File: config.mk
export PLATFORM = sky130hd
export DESIGN_NAME = rf_wport_arbiter_flat
export DESIGN_NICKNAME = d
export VERILOG_FILES = /design/src/rtl/rf_wport_arbiter_if.sv /design/src/rtl/rf_wport_arbiter.sv /design/src/flat_wrapper.sv
export SDC_FILE = /design/constraint.sdc
export NUM_CORES = 1
export LEC_CHECK = 0
export BUFFER_PORTS_ARGS = -buffer_cell sky130_fd_sc_hd__buf_2
export CORE_MARGIN = 2
export CORE_UTILIZATION = 29
export CTS_CLUSTER_SIZE = 10
export DETAILED_ROUTE_END_ITERATION = 16
export GPL_ROUTABILITY_DRIVEN = 0
export SYNTH_ARGS = -nofsm -noshare
export SYNTH_HDL_FRONTEND = slang
export SYNTH_SLANG_ARGS = --single-unit
File: constraint.sdc
create_clock -name clk -period 7.15 [get_ports clk]
set_input_delay 0.3575 -clock clk [delete_from_list [all_inputs] [get_ports clk]]
set_output_delay 0.3575 -clock clk [all_outputs]
set_load 0.005 [all_outputs]
File: src/rtl/rf_wport_arbiter_if.sv
// rtl/rf_wport_arbiter_if.sv - WB / mul-div / hazard-query / RF write-port bundle for rf_wport_arbiter
interface rf_wport_arbiter_if #(
  parameter int MD_FIFO_DEPTH = 2
);
  logic                             wb_valid;
  logic                             wb_ready;
  logic [4:0]                       wb_dest;
  logic [31:0]                      wb_data;
  logic                             md_valid;
  logic                             md_ready;
  logic [4:0]                       md_dest;
  logic [31:0]                      md_data;
  logic [4:0]                       q_addr;
  logic                             q_pending;
  logic                             rf_we;
  logic [4:0]                       rf_waddr;
  logic [31:0]                      rf_wdata;
  logic [$clog2(MD_FIFO_DEPTH):0]   fifo_count;

  modport slave (
    input  wb_valid, wb_dest, wb_data, md_valid, md_dest, md_data, q_addr,
    output wb_ready, md_ready, q_pending, rf_we, rf_waddr, rf_wdata, fifo_count
  );

  modport master (
    output wb_valid, wb_dest, wb_data, md_valid, md_dest, md_data, q_addr,
    input  wb_ready, md_ready, q_pending, rf_we, rf_waddr, rf_wdata, fifo_count
  );
endinterface

File: src/rtl/rf_wport_arbiter.sv
// rtl/rf_wport_arbiter.sv - RF write-port arbiter: WB priority, buffered mul/div results, pending query
// Optional starvation guard for mul/div enabled by defining RF_ARB_STARVE_GUARD_EN.
module rf_wport_arbiter #(
  parameter int MD_FIFO_DEPTH = 2,
  parameter int STARVE_MAX    = 4
) (
  input  logic               clk,
  input  logic               reset,
  rf_wport_arbiter_if.slave  bus
);
  localparam int AW = $clog2(MD_FIFO_DEPTH);
  localparam int CW = AW + 1;
  localparam logic [CW-1:0] FULL = CW'(MD_FIFO_DEPTH);

  if (MD_FIFO_DEPTH < 2 || (MD_FIFO_DEPTH & (MD_FIFO_DEPTH - 1)) != 0 ||
      STARVE_MAX < 1 || STARVE_MAX > 7) begin : g_bad_param
    $error("rf_wport_arbiter: illegal MD_FIFO_DEPTH or STARVE_MAX");
  end

  logic [4:0]    dest_q [MD_FIFO_DEPTH];
  logic [31:0]   data_q [MD_FIFO_DEPTH];
  logic [AW-1:0] rd_ptr_q, rd_ptr_d, wr_ptr_q, wr_ptr_d;
  logic [CW-1:0] count_q, count_d;
  logic          rf_we_q, rf_we_d;
  logic [4:0]    rf_waddr_q, rf_waddr_d;
  logic [31:0]   rf_wdata_q, rf_wdata_d;
  logic          fifo_empty, push, wb_ready, grant_wb, grant_md, q_pending;

`ifdef RF_ARB_STARVE_GUARD_EN
  logic [2:0] starve_q, starve_d;
  logic       force_md;

  // Once mul/div has lost STARVE_MAX times in a row, WB is held off for one cycle.
  assign force_md = !fifo_empty && (starve_q == 3'(STARVE_MAX));
  assign wb_ready = !force_md;

  always_comb begin
    starve_d = starve_q;
    if (fifo_empty || grant_md) starve_d = 3'd0;
    else if (grant_wb)          starve_d = starve_q + 3'd1;
  end

  always_ff @(posedge clk) begin
    if (reset) starve_q <= 3'd0;
    else       starve_q <= starve_d;
  end
`else
  assign wb_ready = 1'b1;
`endif

  assign fifo_empty = (count_q == '0);
  // Readiness looks only at the registered count, so a full FIFO refuses even while popping.
  assign push       = bus.md_valid && (count_q != FULL);
  assign grant_wb   = bus.wb_valid && wb_ready;
  assign grant_md   = !fifo_empty && !grant_wb;

  always_comb begin
    rd_ptr_d   = rd_ptr_q;
    wr_ptr_d   = wr_ptr_q;
    count_d    = count_q;
    rf_we_d    = 1'b0;
    rf_waddr_d = rf_waddr_q;
    rf_wdata_d = rf_wdata_q;
    if (push)     wr_ptr_d = wr_ptr_q + AW'(1);
    if (grant_md) rd_ptr_d = rd_ptr_q + AW'(1);
    if (push && !grant_md)      count_d = count_q + CW'(1);
    else if (!push && grant_md) count_d = count_q - CW'(1);
    if (grant_wb) begin
      rf_we_d    = (bus.wb_dest != 5'd0);
      rf_waddr_d = bus.wb_dest;
      rf_wdata_d = bus.wb_data;
    end else if (grant_md) begin
      rf_we_d    = (dest_q[rd_ptr_q] != 5'd0);
      rf_waddr_d = dest_q[rd_ptr_q];
      rf_wdata_d = data_q[rd_ptr_q];
    end
  end

  // Entry i is live when its distance from the read pointer is below the occupancy.
  always_comb begin
    logic [AW-1:0] off;
    off       = '0;
    q_pending = 1'b0;
    for (int i = 0; i < MD_FIFO_DEPTH; i++) begin
      off = AW'(i) - rd_ptr_q;
      if (({1'b0, off} < count_q) && (dest_q[i] == bus.q_addr)) q_pending = 1'b1;
    end
    if (bus.q_addr == 5'd0) q_pending = 1'b0;
  end

  always_ff @(posedge clk) begin
    if (push) begin
      dest_q[wr_ptr_q] <= bus.md_dest;
      data_q[wr_ptr_q] <= bus.md_data;
    end
  end

  always_ff @(posedge clk) begin
    if (reset) begin
      rd_ptr_q   <= '0;
      wr_ptr_q   <= '0;
      count_q    <= '0;
      rf_we_q    <= 1'b0;
      rf_waddr_q <= 5'd0;
      rf_wdata_q <= 32'd0;
    end else begin
      rd_ptr_q   <= rd_ptr_d;
      wr_ptr_q   <= wr_ptr_d;
      count_q    <= count_d;
      rf_we_q    <= rf_we_d;
      rf_waddr_q <= rf_waddr_d;
      rf_wdata_q <= rf_wdata_d;
    end
  end

  assign bus.wb_ready   = wb_ready;
  assign bus.md_ready   = (count_q != FULL);
  assign bus.q_pending  = q_pending;
  assign bus.rf_we      = rf_we_q;
  assign bus.rf_waddr   = rf_waddr_q;
  assign bus.rf_wdata   = rf_wdata_q;
  assign bus.fifo_count = count_q;
endmodule
File: src/flat_wrapper.sv
// flat-port wrapper written by rule: the top's interface ports become plain ports
module rf_wport_arbiter_flat 
#(
  parameter int MD_FIFO_DEPTH = 2,
  parameter int STARVE_MAX    = 4
)
  (clk, reset, bus_wb_valid, bus_wb_dest, bus_wb_data, bus_md_valid, bus_md_dest, bus_md_data, bus_q_addr, bus_wb_ready, bus_md_ready, bus_q_pending, bus_rf_we, bus_rf_waddr, bus_rf_wdata, bus_fifo_count);
  rf_wport_arbiter_if #(.MD_FIFO_DEPTH(MD_FIFO_DEPTH)) bus_i ();
  input  logic clk;
  input  logic reset;
  input wire logic [$bits(bus_i.wb_valid)-1:0] bus_wb_valid;
  input wire logic [$bits(bus_i.wb_dest)-1:0] bus_wb_dest;
  input wire logic [$bits(bus_i.wb_data)-1:0] bus_wb_data;
  input wire logic [$bits(bus_i.md_valid)-1:0] bus_md_valid;
  input wire logic [$bits(bus_i.md_dest)-1:0] bus_md_dest;
  input wire logic [$bits(bus_i.md_data)-1:0] bus_md_data;
  input wire logic [$bits(bus_i.q_addr)-1:0] bus_q_addr;
  output wire logic [$bits(bus_i.wb_ready)-1:0] bus_wb_ready;
  output wire logic [$bits(bus_i.md_ready)-1:0] bus_md_ready;
  output wire logic [$bits(bus_i.q_pending)-1:0] bus_q_pending;
  output wire logic [$bits(bus_i.rf_we)-1:0] bus_rf_we;
  output wire logic [$bits(bus_i.rf_waddr)-1:0] bus_rf_waddr;
  output wire logic [$bits(bus_i.rf_wdata)-1:0] bus_rf_wdata;
  output wire logic [$bits(bus_i.fifo_count)-1:0] bus_fifo_count;
  assign bus_i.wb_valid = bus_wb_valid;
  assign bus_i.wb_dest = bus_wb_dest;
  assign bus_i.wb_data = bus_wb_data;
  assign bus_i.md_valid = bus_md_valid;
  assign bus_i.md_dest = bus_md_dest;
  assign bus_i.md_data = bus_md_data;
  assign bus_i.q_addr = bus_q_addr;
  assign bus_wb_ready = bus_i.wb_ready;
  assign bus_md_ready = bus_i.md_ready;
  assign bus_q_pending = bus_i.q_pending;
  assign bus_rf_we = bus_i.rf_we;
  assign bus_rf_waddr = bus_i.rf_waddr;
  assign bus_rf_wdata = bus_i.rf_wdata;
  assign bus_fifo_count = bus_i.fifo_count;
  rf_wport_arbiter #(.MD_FIFO_DEPTH(MD_FIFO_DEPTH), .STARVE_MAX(STARVE_MAX)) u_core (.clk(clk), .reset(reset), .bus(bus_i));
endmodule
Yosys cells after proc, flatten, opt, wreduce, memory -nomap -nowiden. Memory sizes are Yosys's and may differ from the RTL's. A register that Yosys moved wholly into a read port is not among the register bits. Index checks and enable logic that the tools add are counted.

Add/sub/neg operators: 6. Order comparisons: 2. Equal/unequal tests: 3. Multiplexer cells: 17. Reduce and logical (&&, ||, !) cells: 16.

Operators with widths (count): $mux W32 (2); $mux W1 (11); $eq A5 B5 Y1 (2); $mux W5 (2); $reduce_bool A5 Y1 (2); $logic_and A1 B1 Y1 (6); $logic_not A5 Y1 (1); $logic_not A1 Y1 (4); $lt A1 B2 Y1 (2); $mux W2 (2); $reduce_bool A2 Y1 (2); $add A1 B1 Y1 const B (2); $add A2 B1 Y2 const B (1); $logic_not A2 Y1 (1); $ne A2 B2 Y1 const B (1); $sub A1 B1 Y1 const A (2); $sub A2 B1 Y2 const B (1).

Register bits: 42. RAM bits: 74. Input port bits: 83. Output and inout bits: 43. Logic and storage cells: 52. Memories: 2.

Memory list: u_core.data_q (words 2, width 32, read ports 1, clocked after Yosys merged registers in 1, write ports 1, RTL line rf_wport_arbiter.sv:21) `logic [31:0] data_q [MD_FIFO_DEPTH];`; u_core.dest_q (words 2, width 5, read ports 3, clocked after Yosys merged registers in 1, write ports 1, RTL line rf_wport_arbiter.sv:20) `logic [4:0] dest_q [MD_FIFO_DEPTH];`.

Logic depth before layout (Yosys ltp).
Depth after elaboration: 6. Mapped depth: 8. Depth with buffers taken out: 7.

Worst setup path after synthesis. No wires, ideal clock.

Kind: reg-to-reg. Start point: register u_core.count_q[0] (netlist: u_core.bus.fifo_count[0]). End point: memory u_core.data_q[0][0], enable pin. Library setup time: 0.431 ns. Arrival: 2.234 ns. Data required time: 6.719 ns. Path slack: 4.485 ns. Cell stages (with the launch flop): 4. Buffers on the path: 0. Period minus slack after synthesis: 2.665 ns. Cell sequence: dfxtp_1 > nand2b_1 > nand2_1 > nor2_1.

Longest elaborated chain between the ends: 4.

RTL lines: start, declared (RTL line rf_wport_arbiter.sv:23) `logic [CW-1:0] count_q, count_d;`; start signal, assigned (RTL line rf_wport_arbiter.sv:109) `count_q <= count_d;`; $ne A2 B2 Y1; named net bus_md_ready (RTL line flat_wrapper.sv:19) `output wire logic [$bits(bus_i.md_ready)-1:0] bus_md_ready;`; $logic_and A1 B1 Y1 (RTL line rf_wport_arbiter.sv:53) `assign push = bus.md_valid && (count_q != FULL);`; $mux W1 (RTL line rf_wport_arbiter.sv:92) `if (push) begin`; $mux W1 (implied by the code) (RTL line rf_wport_arbiter.sv:94) `data_q[wr_ptr_q] <= bus.md_data;`; end, declared (RTL line rf_wport_arbiter.sv:21).

The timed path passes the listed nets, and every way through them passes these cells.

Worst setup path in the final report.
Start point: register u_core.count_q[1] (netlist: u_core.bus.fifo_count[1]). End point: output bus_q_pending.

Longest elaborated chain between the ends: 5. Elaborated cells on any way between the ends: 7. Classes of those cells: order compare (2); mux (3); reduce/logical (2).

RTL lines: $lt A1 B2 Y1 (RTL line rf_wport_arbiter.sv:86) `if (({1'b0, off} < count_q) && (dest_q[i] == bus.q_addr)) q_pending = 1'b1;`; $logic_and A1 B1 Y1 (RTL line rf_wport_arbiter.sv:86); $mux W1 (RTL line rf_wport_arbiter.sv:86); $mux W1 (*) (RTL line rf_wport_arbiter.sv:86); $mux W1 (*) (RTL line rf_wport_arbiter.sv:88) `if (bus.q_addr == 5'd0) q_pending = 1'b0;`; end, declared (RTL line flat_wrapper.sv:20) `output wire logic [$bits(bus_i.q_pending)-1:0] bus_q_pending;`.

Mark *: on every way between the ends. The rest lies on a longest branch, timed or not.

==> flow_metrics.py <==
metrics = {
    "synth": {
        "synthCells": 372,
        "syn_avg_cell_area_sq_um": 12.63,
        "netlist-cell-type-count": 30,
        "ys_ff_latch": 117,
        "netlist_area_sq_mm": 0.004700,
        "ys_seq_area_frac": 0.6560,
        "yosysWarnings": 0,
        "syn_nets": 456,
    },
    "clock_tree": {
        "root_buffer": "clkbuf_16",
        "clkLatencyLatePin_ps": 410,
        "numCtsBuffers": 17,
        "post_cts_buffers": 0,
        "cts_max_level": 4,
        "clkTransAtPathRegs_ps": 50,
        "cts-resized-gates": 0,
        "cts_hold_buffers": 0,
        "clock-sinks": 117,
        "cts_buffer_depth": 2,
        "cts_tree": "yes",
    },
    "detailed_routing": {
        "drt_first_pass_iters": 4,
        "drc": 0,
        "ant_nets": 0,
        "vias_per_cell": 4.498,
        "drtIter0Drc": 190,
        "totalWireLength_mm": 10.40,
        "via_count": 3243,
        "wl_per_cell_microns": 14.43,
    },
    "power": {
        "peakVddDrop_v": 0.0001568,
        "power_density_mw_per_mm2": 385.5,
        "p_leak_nw": 2.441,
    },
    "timing": {
        "period_minus_slack_ps": 2446,
        "finalSetupViolations": 0,
        "finalClockSkew_ps": 5.548,
        "tightest_slew_ps": 1161,
        "tns_ps": 0,
        "drv_slew": 0,
        "fmax_ghz": 0.4088,
        "fin_crit_sh": 0.3421,
        "relSlewSlack": 0.2242,
        "rsz0062_at_grt": "false",
        "finalHoldViolCount": 0,
    },
    "cells_and_area": {
        "multi_input_area_sq_mm": 0.001449,
        "regArea_sq_mm": 0.003084,
        "syn_to_final_growth_pct": 29.74,
        "drive_gt1_frac": 0.3228,
        "final_cell_area_sq_mm": 0.006097,
        "fillCellCount": 1579,
        "antenna_cells": 0,
        "fin_nets": 576,
    },
    "status": {
        "status": "finished clean",
    },
    "placed_design": {
        "dp_hpwl_mm": 6.711,
        "place_area_sq_mm": 0.005454,
        "port_buffers": 124,
    },
    "floorplanning": {
        "die_h_microns": 131.3,
        "row_count": 46,
        "die_area_sq_mm": 0.01724,
        "fp.dieW_microns": 131.3,
        "io_pins": 126,
        "core_sq_mm": 0.01589,
        "initial_utilization": 0.2958,
    },
    "global_routing": {
        "antenna_found_initial": 0,
        "grt_first_pass_wirelength_mm": 16.66,
        "grt_overflow": 0,
        "grt_use_total": 0.1240,
        "grt_pass1_vias": 3320,
        "grt_max_degree": 77,
    },
    "critical_path": {
        "worst_setup_path_start_kind": "flip-flop",
        "crit_path_end_kind": "output port",
        "criticalPathCategory": "reg2out",
        "arrival_ps": 2090,
        "critPathRequiredTime_ps": 6790,
        "path_max_fanout": 74,
    },
    "hold_path": {
        "hold_path_class": "in2reg",
    },
    "job": {
        "cap_violations": 0,
    },
}
registers in the layout, indices dropped and copies added, names as in the netlist, named ones only:
register and count:
u_core.data_q 64, u_core.bus.rf_wdata 32, u_core.dest_q 10, u_core.bus.rf_waddr 5
u_core.bus.fifo_count 2, u_core.bus.rf_we 1, u_core.rd_ptr_q 1, u_core.wr_ptr_q 1
worst paths after layout:
| path | startpoint | endpoint | slack [ps] | cells after the start |
|---|---|---|---|---|
| worst max register to register | u_core.bus.fifo_count[0] | u_core.data_q[0][16] | 5110 | 3 |
| worst max-delay path | u_core.bus.fifo_count[1] | bus_q_pending | 4700 | 5 |
| worst min register to register | u_core.bus.fifo_count[1] | u_core.bus.fifo_count[1] | 590 | 2 |
| worst min-delay path | bus_md_data[26] | u_core.data_q[1][26] | 140 | 1 |
Yosys cell counts (all sizes together):
master   n  area share
edfxtp  74        0.47
dfxtp   43        0.18
nor2    41       0.033
a21oi   40       0.043
nand2   39       0.031
a211o   36       0.067
mux2i   36       0.077
buf     14       0.026
clkbuf  12      0.0096
xor2    11       0.021
o21ai    3      0.0032
xnor2    3      0.0056
inv      2      0.0016
nand2b   2      0.0027
nor4     2      0.0027
or4      2      0.0032
a31oi    1      0.0013
and2b    1      0.0016
and3     1      0.0013
conb     1     0.00080
ha       1      0.0027
mux2     1      0.0024
nand3    1      0.0011
nand4    1      0.0013
nor3b    1      0.0016
o211ai   1      0.0016
or2      1      0.0013
or3      1      0.0013
power by group:
| group | leakage, nW | switching (W) | internal [W] |
|---|---|---|---|
| registers | 1.05 | 0.0000462 | 0.000846 |
| clock network | 0.302 | 0.000302 | 0.000610 |
| logic | 1.09 | 0.000319 | 0.000228 |
| total | 2.44 | 0.000667 | 0.00168 |
kinds of logic (layout without fill, tap and decap cells):
group           Yosys count  after routing  synth area share
compound gates           81             81            0.1158
xor+xnor                 14             14           0.02609
fa+ha+maj                 1              1          0.002662
buf+inv                  28            161           0.03754
flops                   117            117            0.6560
mux                      37             37           0.07907
other cells               1              1         0.0007980
simple gates             93             93           0.08200
area by class of cell:
class | instances | area share
flip-flops and latches | 117 | 0.5058
inverters | 2 | 0.001231
repair buffers | 127 | 0.1055
clock buffers | 20 | 0.07654
clock inverters | 12 | 0.02893
well taps | 216 | 0.04433
multi-input cells | 227 | 0.2376
cells in the final DEF (no fill, tap or decap):
| cell type | synthesis | layout |
|---|---|---|
| clkinv_4 | 0 | 2 |
| o211ai_1 | 1 | 1 |
| mux2i_1 | 36 | 36 |
| clkbuf_16 | 0 | 17 |
| bufinv_16 | 0 | 4 |
| edfxtp_1 | 74 | 74 |
| or3_1 | 1 | 1 |
| clkinv_2 | 0 | 1 |
| clkinvlp_4 | 0 | 4 |
| nor3b_1 | 1 | 1 |
| buf_2 | 3 | 124 |
| and2b_1 | 1 | 1 |
| dfxtp_1 | 43 | 42 |
| or2_2 | 0 | 1 |
| clkbuf_8 | 0 | 3 |
| nand3_1 | 1 | 1 |
| nor4_1 | 2 | 2 |
| and3_2 | 0 | 1 |
| nor2_4 | 0 | 1 |
| nor2_1 | 41 | 40 |
| or4_1 | 2 | 2 |
| conb_1 | 1 | 1 |
| mux2_2 | 1 | 1 |
| o21ai_0 | 3 | 3 |
| buf_4 | 4 | 3 |
| a21oi_1 | 40 | 40 |
| inv_1 | 2 | 2 |
| xnor2_1 | 3 | 3 |
| a211o_1 | 36 | 36 |
| xor2_1 | 11 | 11 |
| nand4_1 | 1 | 1 |
| nand2_1 | 39 | 39 |
| a31oi_1 | 1 | 1 |
| ha_1 | 1 | 1 |
| nand2b_1 | 2 | 2 |
| clkinv_1 | 0 | 1 |
| dfxtp_2 | 0 | 1 |
metal layers:
layer / part of all wire / track usage / up-vias / wire [microns]
li1: - / - / 1589 / -
met2: 0.51 / 0.2175 / 97 / 5321
met4: 0.013 / 0.04650 / 0 / 132
met5: 0 / 0 / - / 0
met1: 0.41 / 0.1357 / 1548 / 4250
met3: 0.067 / 0.04823 / 9 / 698
per-stage QoR:
step / util / power (W) / instances / setup WS [ps] / hold WS [ps]
after CTS: 0.3838 / 0.002384 / 721 / 4658 / 115.0
after global routing: 0.3838 / 0.002483 / 721 / 4460 / 113.2
after global placement: 0.3433 / 0.001444 / 689 / 4922 / 538.3
after floorplan: - / 0.001340 / 372 / 4485 / 456.4
final: 0.3838 / 0.002351 / 721 / 4704 / 137.3
after detailed placement: 0.3433 / 0.001464 / 689 / 4829 / 549.4
worst max-delay path, cell delays in order, from the launching register on:
cell	delay, ps
dfxtp_1	440
or2_2	160
buf_4	580
o21ai_0	200
a21oi_1	170
buf_2	130
(Power assumes the default switching activity.)
